## src/rtl/hazard_pkg.sv

```systemverilog
// Shared definitions for the pipeline hazard controller: forward-select
// encodings and default MDU latencies.
package hazard_pkg;

  typedef logic [1:0] fwd_sel_t;

  localparam fwd_sel_t FWD_RF = 2'd0;
  localparam fwd_sel_t FWD_E  = 2'd1;
  localparam fwd_sel_t FWD_M  = 2'd2;
  localparam fwd_sel_t FWD_W  = 2'd3;

  localparam int DEF_MULT_CYCLES = 5;
  localparam int DEF_DIV_CYCLES  = 10;

  function automatic int max_int(input int a, input int b);
    return (a > b) ? a : b;
  endfunction

endpackage

```

## src/rtl/hazard_mdu_cnt.sv

```systemverilog
// MDU busy counter: a start while idle loads the op latency, then counts
// down to zero; starts arriving while busy are dropped.
module hazard_mdu_cnt
  import hazard_pkg::*;
#(
  parameter int MULT_CYCLES = DEF_MULT_CYCLES,
  parameter int DIV_CYCLES  = DEF_DIV_CYCLES
) (
  input  logic clk,
  input  logic rst_n,
  input  logic start,
  input  logic is_div,
  output logic busy
);

  localparam int CNT_W = $clog2(max_int(MULT_CYCLES, DIV_CYCLES) + 1);

  logic [CNT_W-1:0] cnt_q, cnt_d;

  always_comb begin
    cnt_d = cnt_q;
    if (cnt_q != '0)
      cnt_d = cnt_q - CNT_W'(1);
    else if (start)
      cnt_d = is_div ? CNT_W'(DIV_CYCLES) : CNT_W'(MULT_CYCLES);
  end

  always_ff @(posedge clk or negedge rst_n) begin
    if (!rst_n) cnt_q <= '0;
    else        cnt_q <= cnt_d;
  end

  assign busy = (cnt_q != '0);

endmodule

```

## src/rtl/hazard_ctrl.sv

```systemverilog
// Tuse/Tnew stall and forwarding controller for a 5-stage pipeline.
// Optional MDU interlock enabled by defining HAZARD_MDU_EN.
module hazard_ctrl
  import hazard_pkg::*;
#(
  parameter int REG_AW      = 5,
  parameter int TNEW_W      = 2,
  parameter int MULT_CYCLES = DEF_MULT_CYCLES,
  parameter int DIV_CYCLES  = DEF_DIV_CYCLES
) (
  input  logic              clk,
  input  logic              rst_n,
  input  logic [REG_AW-1:0] rs_d,
  input  logic [REG_AW-1:0] rt_d,
  input  logic [TNEW_W-1:0] tuse_rs_d,
  input  logic [TNEW_W-1:0] tuse_rt_d,
  input  logic [REG_AW-1:0] dst_e,
  input  logic [TNEW_W-1:0] tnew_e,
  input  logic              regwrite_e,
  input  logic              md_use_d,
  input  logic              md_start_e,
  input  logic              md_is_div_e,
  output logic              pc_en,
  output logic              if_id_en,
  output logic              id_ex_clr,
  output logic [1:0]        fwd_rs_d,
  output logic [1:0]        fwd_rt_d,
  output logic [1:0]        fwd_rs_e,
  output logic [1:0]        fwd_rt_e,
  output logic              md_busy,
  output logic [TNEW_W-1:0] tnew_m,
  output logic [REG_AW-1:0] dst_m,
  output logic [REG_AW-1:0] dst_w
);

  localparam int NSRC = 2;

  logic [REG_AW-1:0]            dst_m_q, dst_m_d, dst_w_q, dst_w_d;
  logic [TNEW_W-1:0]            tnew_m_q, tnew_m_d;
  logic [NSRC-1:0][REG_AW-1:0]  src_d, src_e_q, src_e_d;
  logic [NSRC-1:0][TNEW_W-1:0]  tuse_d;
  logic [NSRC-1:0]              src_stall;
  logic [NSRC-1:0][1:0]         fwd_d, fwd_e;
  logic                         stall, stall_data, stall_md;

  assign src_d  = {rt_d, rs_d};
  assign tuse_d = {tuse_rt_d, tuse_rs_d};

  // dst_m/dst_w are zeroed for non-writers, so a match on them implies a write.
  for (genvar g = 0; g < NSRC; g++) begin : g_src
    logic nz_d, hit_e, hit_m, hit_w, nz_e;
    assign nz_d  = (src_d[g] != '0);
    assign hit_e = nz_d && regwrite_e && (src_d[g] == dst_e);
    assign hit_m = nz_d && (src_d[g] == dst_m_q);
    assign hit_w = nz_d && (src_d[g] == dst_w_q);
    assign src_stall[g] = (hit_e && (tuse_d[g] < tnew_e)) ||
                          (hit_m && (tuse_d[g] < tnew_m_q));
    assign fwd_d[g] = (hit_e && tnew_e == '0)   ? FWD_E :
                      (hit_m && tnew_m_q == '0) ? FWD_M :
                      hit_w                     ? FWD_W : FWD_RF;

    assign nz_e = (src_e_q[g] != '0);
    assign fwd_e[g] = (nz_e && src_e_q[g] == dst_m_q && tnew_m_q == '0) ? FWD_M :
                      (nz_e && src_e_q[g] == dst_w_q)                    ? FWD_W : FWD_RF;
    assign src_e_d[g] = stall ? '0 : src_d[g];
  end

  assign stall_data = |src_stall;

`ifdef HAZARD_MDU_EN
  hazard_mdu_cnt #(
    .MULT_CYCLES (MULT_CYCLES),
    .DIV_CYCLES  (DIV_CYCLES)
  ) u_mdu_cnt (
    .clk    (clk),
    .rst_n  (rst_n),
    .start  (md_start_e),
    .is_div (md_is_div_e),
    .busy   (md_busy)
  );
  assign stall_md = md_use_d && (md_start_e || md_busy);
`else
  logic unused_md;
  localparam int unused_cycles = MULT_CYCLES + DIV_CYCLES;
  assign unused_md = ^{md_use_d, md_start_e, md_is_div_e};
  assign md_busy   = 1'b0;
  assign stall_md  = 1'b0;
`endif

  assign stall     = stall_data | stall_md;
  assign pc_en     = ~stall;
  assign if_id_en  = ~stall;
  assign id_ex_clr = stall;

  always_comb begin
    dst_m_d  = regwrite_e ? dst_e : '0;
    tnew_m_d = (tnew_e == '0) ? '0 : tnew_e - TNEW_W'(1);
    dst_w_d  = dst_m_q;
  end

  always_ff @(posedge clk or negedge rst_n) begin
    if (!rst_n) begin
      dst_m_q  <= '0;
      dst_w_q  <= '0;
      tnew_m_q <= '0;
      src_e_q  <= '0;
    end else begin
      dst_m_q  <= dst_m_d;
      dst_w_q  <= dst_w_d;
      tnew_m_q <= tnew_m_d;
      src_e_q  <= src_e_d;
    end
  end

  assign fwd_rs_d = fwd_d[0];
  assign fwd_rt_d = fwd_d[1];
  assign fwd_rs_e = fwd_e[0];
  assign fwd_rt_e = fwd_e[1];
  assign tnew_m   = tnew_m_q;
  assign dst_m    = dst_m_q;
  assign dst_w    = dst_w_q;

endmodule

```

## config.mk

```make
export PLATFORM = sky130hd
export DESIGN_NAME = hazard_ctrl
export DESIGN_NICKNAME = d
export VERILOG_FILES = /design/src/rtl/hazard_pkg.sv /design/src/rtl/hazard_mdu_cnt.sv /design/src/rtl/hazard_ctrl.sv
export SDC_FILE = /design/constraint.sdc
export NUM_CORES = 1
export LEC_CHECK = 0
export CAP_MARGIN = 25
export CORE_MARGIN = 5
export CORE_UTILIZATION = 51
export CTS_BUF_LIST = sky130_fd_sc_hd__clkbuf_8
export CTS_CLUSTER_DIAMETER = 80
export DETAILED_ROUTE_END_ITERATION = 10
export DONT_BUFFER_PORTS = 1
export PLACE_DENSITY = 0.69
export REMOVE_ABC_BUFFERS = 1
export SLEW_MARGIN = 15
export SYNTH_ARGS = -nofsm -noshare
export SYNTH_HDL_FRONTEND = slang
export SYNTH_HIERARCHICAL = 1
export SYNTH_SLANG_ARGS = --single-unit
```

## constraint.sdc

```tcl
create_clock -name clk -period 3.45 [get_ports clk]
set_clock_uncertainty 0.05 [all_clocks]
set_input_delay 0.1725 -clock clk [delete_from_list [all_inputs] [get_ports clk]]
set_output_delay 0.1725 -clock clk [all_outputs]
set_load 0.005 [all_outputs]
```

Yosys cells after proc, flatten, opt, wreduce, memory -nomap -nowiden
Cells that the tools add are included.
{"block": "op_classes", "addsub": 1, "magnitude_cmp": 4, "eq_ne": 10, "n_mux": 14, "n_bitwise": 1, "reduce_logical": 31}
{"cell": "5-bit equality test", "count": 10}
{"cell": "1-bit logical AND", "count": 22}
{"cell": "2-bit 2-to-1 mux", "count": 11}
{"cell": "5-bit nonzero test", "count": 4}
{"cell": "5-bit 2-to-1 mux", "count": 3}
{"cell": "2-bit < comparator", "count": 4}
{"cell": "2-bit zero test", "count": 2}
{"cell": "1-bit logical OR", "count": 2}
{"cell": "2-bit OR reduction", "count": 1}
{"cell": "2-bit by 1-bit subtractor with 2-bit output, second input constant", "count": 1}
{"cell": "1-bit inverter", "count": 1}
{"block": "totals", "regBits": 22, "input_bits": 27, "out_inout_bits": 24, "word_cells": 66}

Longest topological paths before layout
{"block": "depth", "depth_word": 7, "depth_mapped": 7, "mapped_depth_nobuf": 6}

Worst setup path before layout
No wires, ideal clock.
{"block": "synth_path", "kind": "reg2out", "from": "register dst_m_q[1] (netlist: dst_m[1])", "to": "output pc_en", "arrival_time_ps": 1574, "required_time_ps": 3227, "path_slack_ps": 1654, "path_stages_with_launch": 8, "path_buffers": 3, "path_cell_list": "dfrtp_1 -> clkbuf_1 -> xnor2_1 -> o211ai_1 -> a2111oi_0 -> nor4_2 -> buf_4 -> buf_4"}
{"block": "synth_via", "elab_chain_len": 6, "elab_cells_between_ends": 10, "classes_between": "eq/ne: 2; bitwise: 1; reduce/logical: 7"}
{"item": "start: declaration", "line": "hazard_ctrl.sv:38", "rtl": "logic [REG_AW-1:0] dst_m_q, dst_m_d, dst_w_q, dst_w_d;"}
{"item": "start signal: assignment", "line": "hazard_ctrl.sv:108", "rtl": "dst_m_q <= dst_m_d;"}
{"item": "5-bit equality test", "line": "hazard_ctrl.sv:54", "rtl": "assign hit_m = nz_d && (src_d[g] == dst_m_q);"}
{"item": "1-bit logical AND", "line": "hazard_ctrl.sv:54"}
{"item": "1-bit logical AND", "line": "hazard_ctrl.sv:57", "rtl": "(hit_m && (tuse_d[g] < tnew_m_q));"}
{"item": "1-bit logical OR", "line": "hazard_ctrl.sv:56", "rtl": "assign src_stall[g] = (hit_e && (tuse_d[g] < tnew_e)) ||"}
{"item": "2-bit OR reduction (*)", "line": "hazard_ctrl.sv:68", "rtl": "assign stall_data = |src_stall;"}
{"item": "1-bit inverter (*)"}
{"item": "end: declaration", "line": "hazard_ctrl.sv:23", "rtl": "output logic pc_en,"}
Every way passes the cells marked *; elsewhere a longest branch is shown, timed or not.

Worst setup path in the final report
{"block": "layout_path", "from": "register dst_m_q[2] (netlist: dst_m[2])", "to": "output id_ex_clr"}
{"block": "layout_via", "elab_chain_len": 5, "elab_cells_between_ends": 9, "classes_between": "eq/ne: 2; reduce/logical: 7"}
{"item": "5-bit equality test", "line": "hazard_ctrl.sv:54"}
{"item": "1-bit logical AND", "line": "hazard_ctrl.sv:54"}
{"item": "1-bit logical AND", "line": "hazard_ctrl.sv:57"}
{"item": "1-bit logical OR", "line": "hazard_ctrl.sv:56"}
{"item": "2-bit OR reduction (*)", "line": "hazard_ctrl.sv:68"}
{"item": "end: declaration", "line": "hazard_ctrl.sv:25", "rtl": "output logic id_ex_clr,"}
Marks and branches as above.

==> metrics.log <==
INFO  metric outcome = finished clean
INFO  metric min_period_over_period = 62.82%
INFO  metric groute.usage.overall = 19.61%
INFO  metric grt_overflow = 0
INFO  metric crit_required = 3230 ps
INFO  metric route.detailed.drc = 0
INFO  metric timing.final.max_slew_violations = 0
INFO  metric final-setup-viol-count = 0
INFO  metric timing.critical_path.slowest_cell_delay = 490 ps
INFO  metric achievable-frequency = 0.4614 GHz
INFO  metric placementRows = 20
INFO  metric synth_top_flop_cell = sky130_fd_sc_hd__dfrtp_1
INFO  metric numCtsBuffers = 3
INFO  metric detail_route.iter0.violations = 42
INFO  metric tritoncts = built
INFO  metric critical-path-slowest-cell = sky130_fd_sc_hd__dfrtp_1
INFO  metric avgSynthCellArea = 9.722 um2
INFO  metric synth-async-reset-ratio = 100.0%
INFO  metric hold_ws = 5.918 ps
INFO  metric power_density = 331.7 nW/um2
INFO  metric antenna_found_initial = 0
INFO  metric grt_first_pass_wirelength = 6.472 mm
INFO  metric total_leakage_power = 0.7173 nW
INFO  metric area_growth = 16.31%
INFO  metric first_global_vias = 1319
INFO  metric yosys_register_bits = 22
INFO  metric path_clk_slew = 70 ps
INFO  metric tightestPinTransition = 571.0 ps
INFO  metric drt.antenna.violating_nets = 0
INFO  metric dieHeight = 65.40 um
INFO  metric rsz0062_at_grt = false
INFO  metric wirelength = 3.815 mm
INFO  metric worst_ir_drop_vdd = 0.2485 mV
INFO  metric n_fill_cell = 247
INFO  metric insertion_delay = 250 ps
INFO  metric critPathCaptureType = primary output
INFO  metric cts_hold_buf = 13
INFO  metric clock_tree.buffer_depth = 2
INFO  metric die_x = 65.40 um
INFO  metric grt_max_degree = 23
INFO  metric nets = 210
INFO  metric synth_commonest_cells = sky130_fd_sc_hd__xnor2_1 (34), sky130_fd_sc_hd__dfrtp_1 (22), sky130_fd_sc_hd__and2_1 (17)
INFO  metric routed_via_density = 5.867
INFO  metric post_cts.resized_instances = 0
INFO  metric fraction_of_post_synthesis_cell_area_in_the_top_cell_type_by_area = 35.17%
INFO  metric finalCoreUtilization = 60.62%
INFO  metric critPathBufInv = 2
INFO  metric vias = 1238
INFO  metric detail_route.wl_per_cell = 18.08 um
INFO  metric fin_crit = 2167 ps
INFO  metric cap_viol_max_count = 0
INFO  metric postCtsSetupBuffers = 0
INFO  metric critPathTopFamily = flip-flops
INFO  metric synth_area_leader_cell = sky130_fd_sc_hd__dfrtp_1
INFO  metric synth_area = 1565 um2
INFO  metric synthesis.yosys.warnings = 6
INFO  metric hold_viol_final = 0
INFO  metric multi_input_area = 969.7 um2
INFO  metric cts_max_level = 1
INFO  metric floorplan.die_area = 4277 um2
INFO  metric synth_sequential_area_ratio = 35.17%
INFO  metric synth.area.top_cells = sky130_fd_sc_hd__dfrtp_1 (35%), sky130_fd_sc_hd__xnor2_1 (19%), sky130_fd_sc_hd__xor2_1 (8.4%)
INFO  metric finalSetupTns = 0 ps
INFO  metric syn_inst = 161
INFO  metric cts.sinks = 22
INFO  metric number_of_synthesized_flops_with_an_enable_pin = 0
INFO  metric drive_gt1_share = 7.303%
INFO  metric ctsRootBufferMaster = sky130_fd_sc_hd__clkbuf_8
INFO  metric min-delay-path-class = input port to flip-flop
INFO  metric yosysMostFrequentCell = sky130_fd_sc_hd__xnor2_1
INFO  metric place.detailed.hpwl = 2.933 mm
INFO  metric setup.worst_path.class = flip-flop to primary output
INFO  metric placeableCoreArea = 3003 um2
INFO  metric relSlewSlack = 60.95%
INFO  metric yosys.cell_types.count = 32
INFO  metric seq_area = 550.5 um2
INFO  metric crit_path_start_kind = flip-flop
INFO  metric place.port_buffers = 0
INFO  metric place.gp.congestion = 0.8303
INFO  metric floorplan.initialDensity = 52.12%
INFO  metric pin_count = 51
INFO  metric critical_path_peak_fanout = 13
INFO  metric cp.arrival = 1940 ps
INFO  metric num_antenna_cells = 0
INFO  metric first_pass_iters = 5
INFO  metric path_cells = xnor2_1, nand3_1, a2111oi_1, nor4_2, buf_4, inv_2
cell families (layout without fill, tap and decap cells):
logic type / after synthesis / after routing / synth area share (%)
buffers and inverters: 9 / 26 / 2.877
other: 1 / 1 / 0.2396
and+or+nand+nor: 64 / 64 / 24.14
DFF: 22 / 22 / 35.17
adders and majority gates: 4 / 4 / 3.198
AOI/OAI and AO/OA: 12 / 12 / 6.955
xor gates and xnor gates: 49 / 49 / 27.42
placed cells by master, fill, tap and decap left out:
master,instances
sky130_fd_sc_hd__o2111ai_1,1
sky130_fd_sc_hd__or4_4,2
sky130_fd_sc_hd__or2_1,1
sky130_fd_sc_hd__o21a_1,1
sky130_fd_sc_hd__nor4_2,1
sky130_fd_sc_hd__nor2b_1,2
sky130_fd_sc_hd__and2_1,17
sky130_fd_sc_hd__or4_1,2
sky130_fd_sc_hd__a2bb2oi_1,1
sky130_fd_sc_hd__dlygate4sd3_1,17
sky130_fd_sc_hd__o21ai_1,1
sky130_fd_sc_hd__conb_1,1
sky130_fd_sc_hd__nor3_1,3
sky130_fd_sc_hd__a21oi_2,1
sky130_fd_sc_hd__xor2_1,15
sky130_fd_sc_hd__buf_8,1
sky130_fd_sc_hd__a2111oi_1,2
sky130_fd_sc_hd__nor2_1,8
sky130_fd_sc_hd__o211ai_2,2
sky130_fd_sc_hd__inv_2,1
sky130_fd_sc_hd__a2111oi_0,2
sky130_fd_sc_hd__xnor2_1,34
sky130_fd_sc_hd__nand4_1,4
sky130_fd_sc_hd__inv_1,2
sky130_fd_sc_hd__nand2b_1,7
sky130_fd_sc_hd__nor4_1,6
sky130_fd_sc_hd__o211ai_1,1
sky130_fd_sc_hd__buf_4,1
sky130_fd_sc_hd__dfrtp_1,22
sky130_fd_sc_hd__nor3b_1,1
sky130_fd_sc_hd__ha_1,4
sky130_fd_sc_hd__nand2_1,5
sky130_fd_sc_hd__nand3_1,5
sky130_fd_sc_hd__clkbuf_8,4
metal layers:
layer | wire length [um] | global-route usage [%] | share of wire (%) | up-vias
met5 | 0 | 0 | 0 | -
met4 | 118 | 6.736 | 3.1 | 0
met3 | 271 | 3.590 | 7.1 | 13
met2 | 2001 | 35.52 | 52 | 49
met1 | 1423 | 23.03 | 37 | 595
li1 | - | - | - | 581
final cells by class:
class	instances	area share, %
timing repair buffer	19	10.58
clock buffer	4	3.024
multi-input combinational	130	53.26
inverter	3	0.6186
sequential	22	30.24
tap	33	2.268
through the flow:
| stage | std cells | power (mW) | area, um2 | setup WS (ps) |
|---|---|---|---|---|
| after floorplan | 155 | 0.3852 | 1531 | 1512 |
| after global placement | 189 | 0.4045 | 1580 | 1527 |
| after detailed placement | 189 | 0.4081 | 1580 | 1504 |
| after CTS | 206 | 0.6035 | 1765 | 1261 |
| after global routing | 211 | 0.6383 | 1821 | 1101 |
| final | 211 | 0.6039 | 1821 | 1283 |
power by group:
part / switching, mW / internal, mW / total (mW)
sequential: 0.0278 / 0.273 / 0.301
combinational: 0.0515 / 0.0727 / 0.124
clock: 0.0774 / 0.101 / 0.179
total: 0.157 / 0.447 / 0.604
worst paths after layout:
kind                                          from                    to  slack (ps)  depth (start not counted)
worst min register to register  dst_m[2]$_DFF_PN0_    dst_w[2]$_DFF_PN0_         530                          0
max in group asynchronous                    rst_n  src_e_q[2]$_DFF_PN0_        2790                          2
worst max-delay path            dst_m[2]$_DFF_PN0_             id_ex_clr        1280                          6
min in group asynchronous                    rst_n    dst_m[0]$_DFF_PN0_         160                          1
worst max register to register  dst_m[2]$_DFF_PN0_  src_e_q[4]$_DFF_PN0_        1490                          6
worst min-delay path                       rt_d[3]  src_e_q[8]$_DFF_PN0_           6                          1
state kept, by name, summed over array words and instances, names as in the netlist:
name / flops
dst_m: 5
dst_w: 5
src_e_q: 10
tnew_m: 2
(Power assumes the default switching activity.)
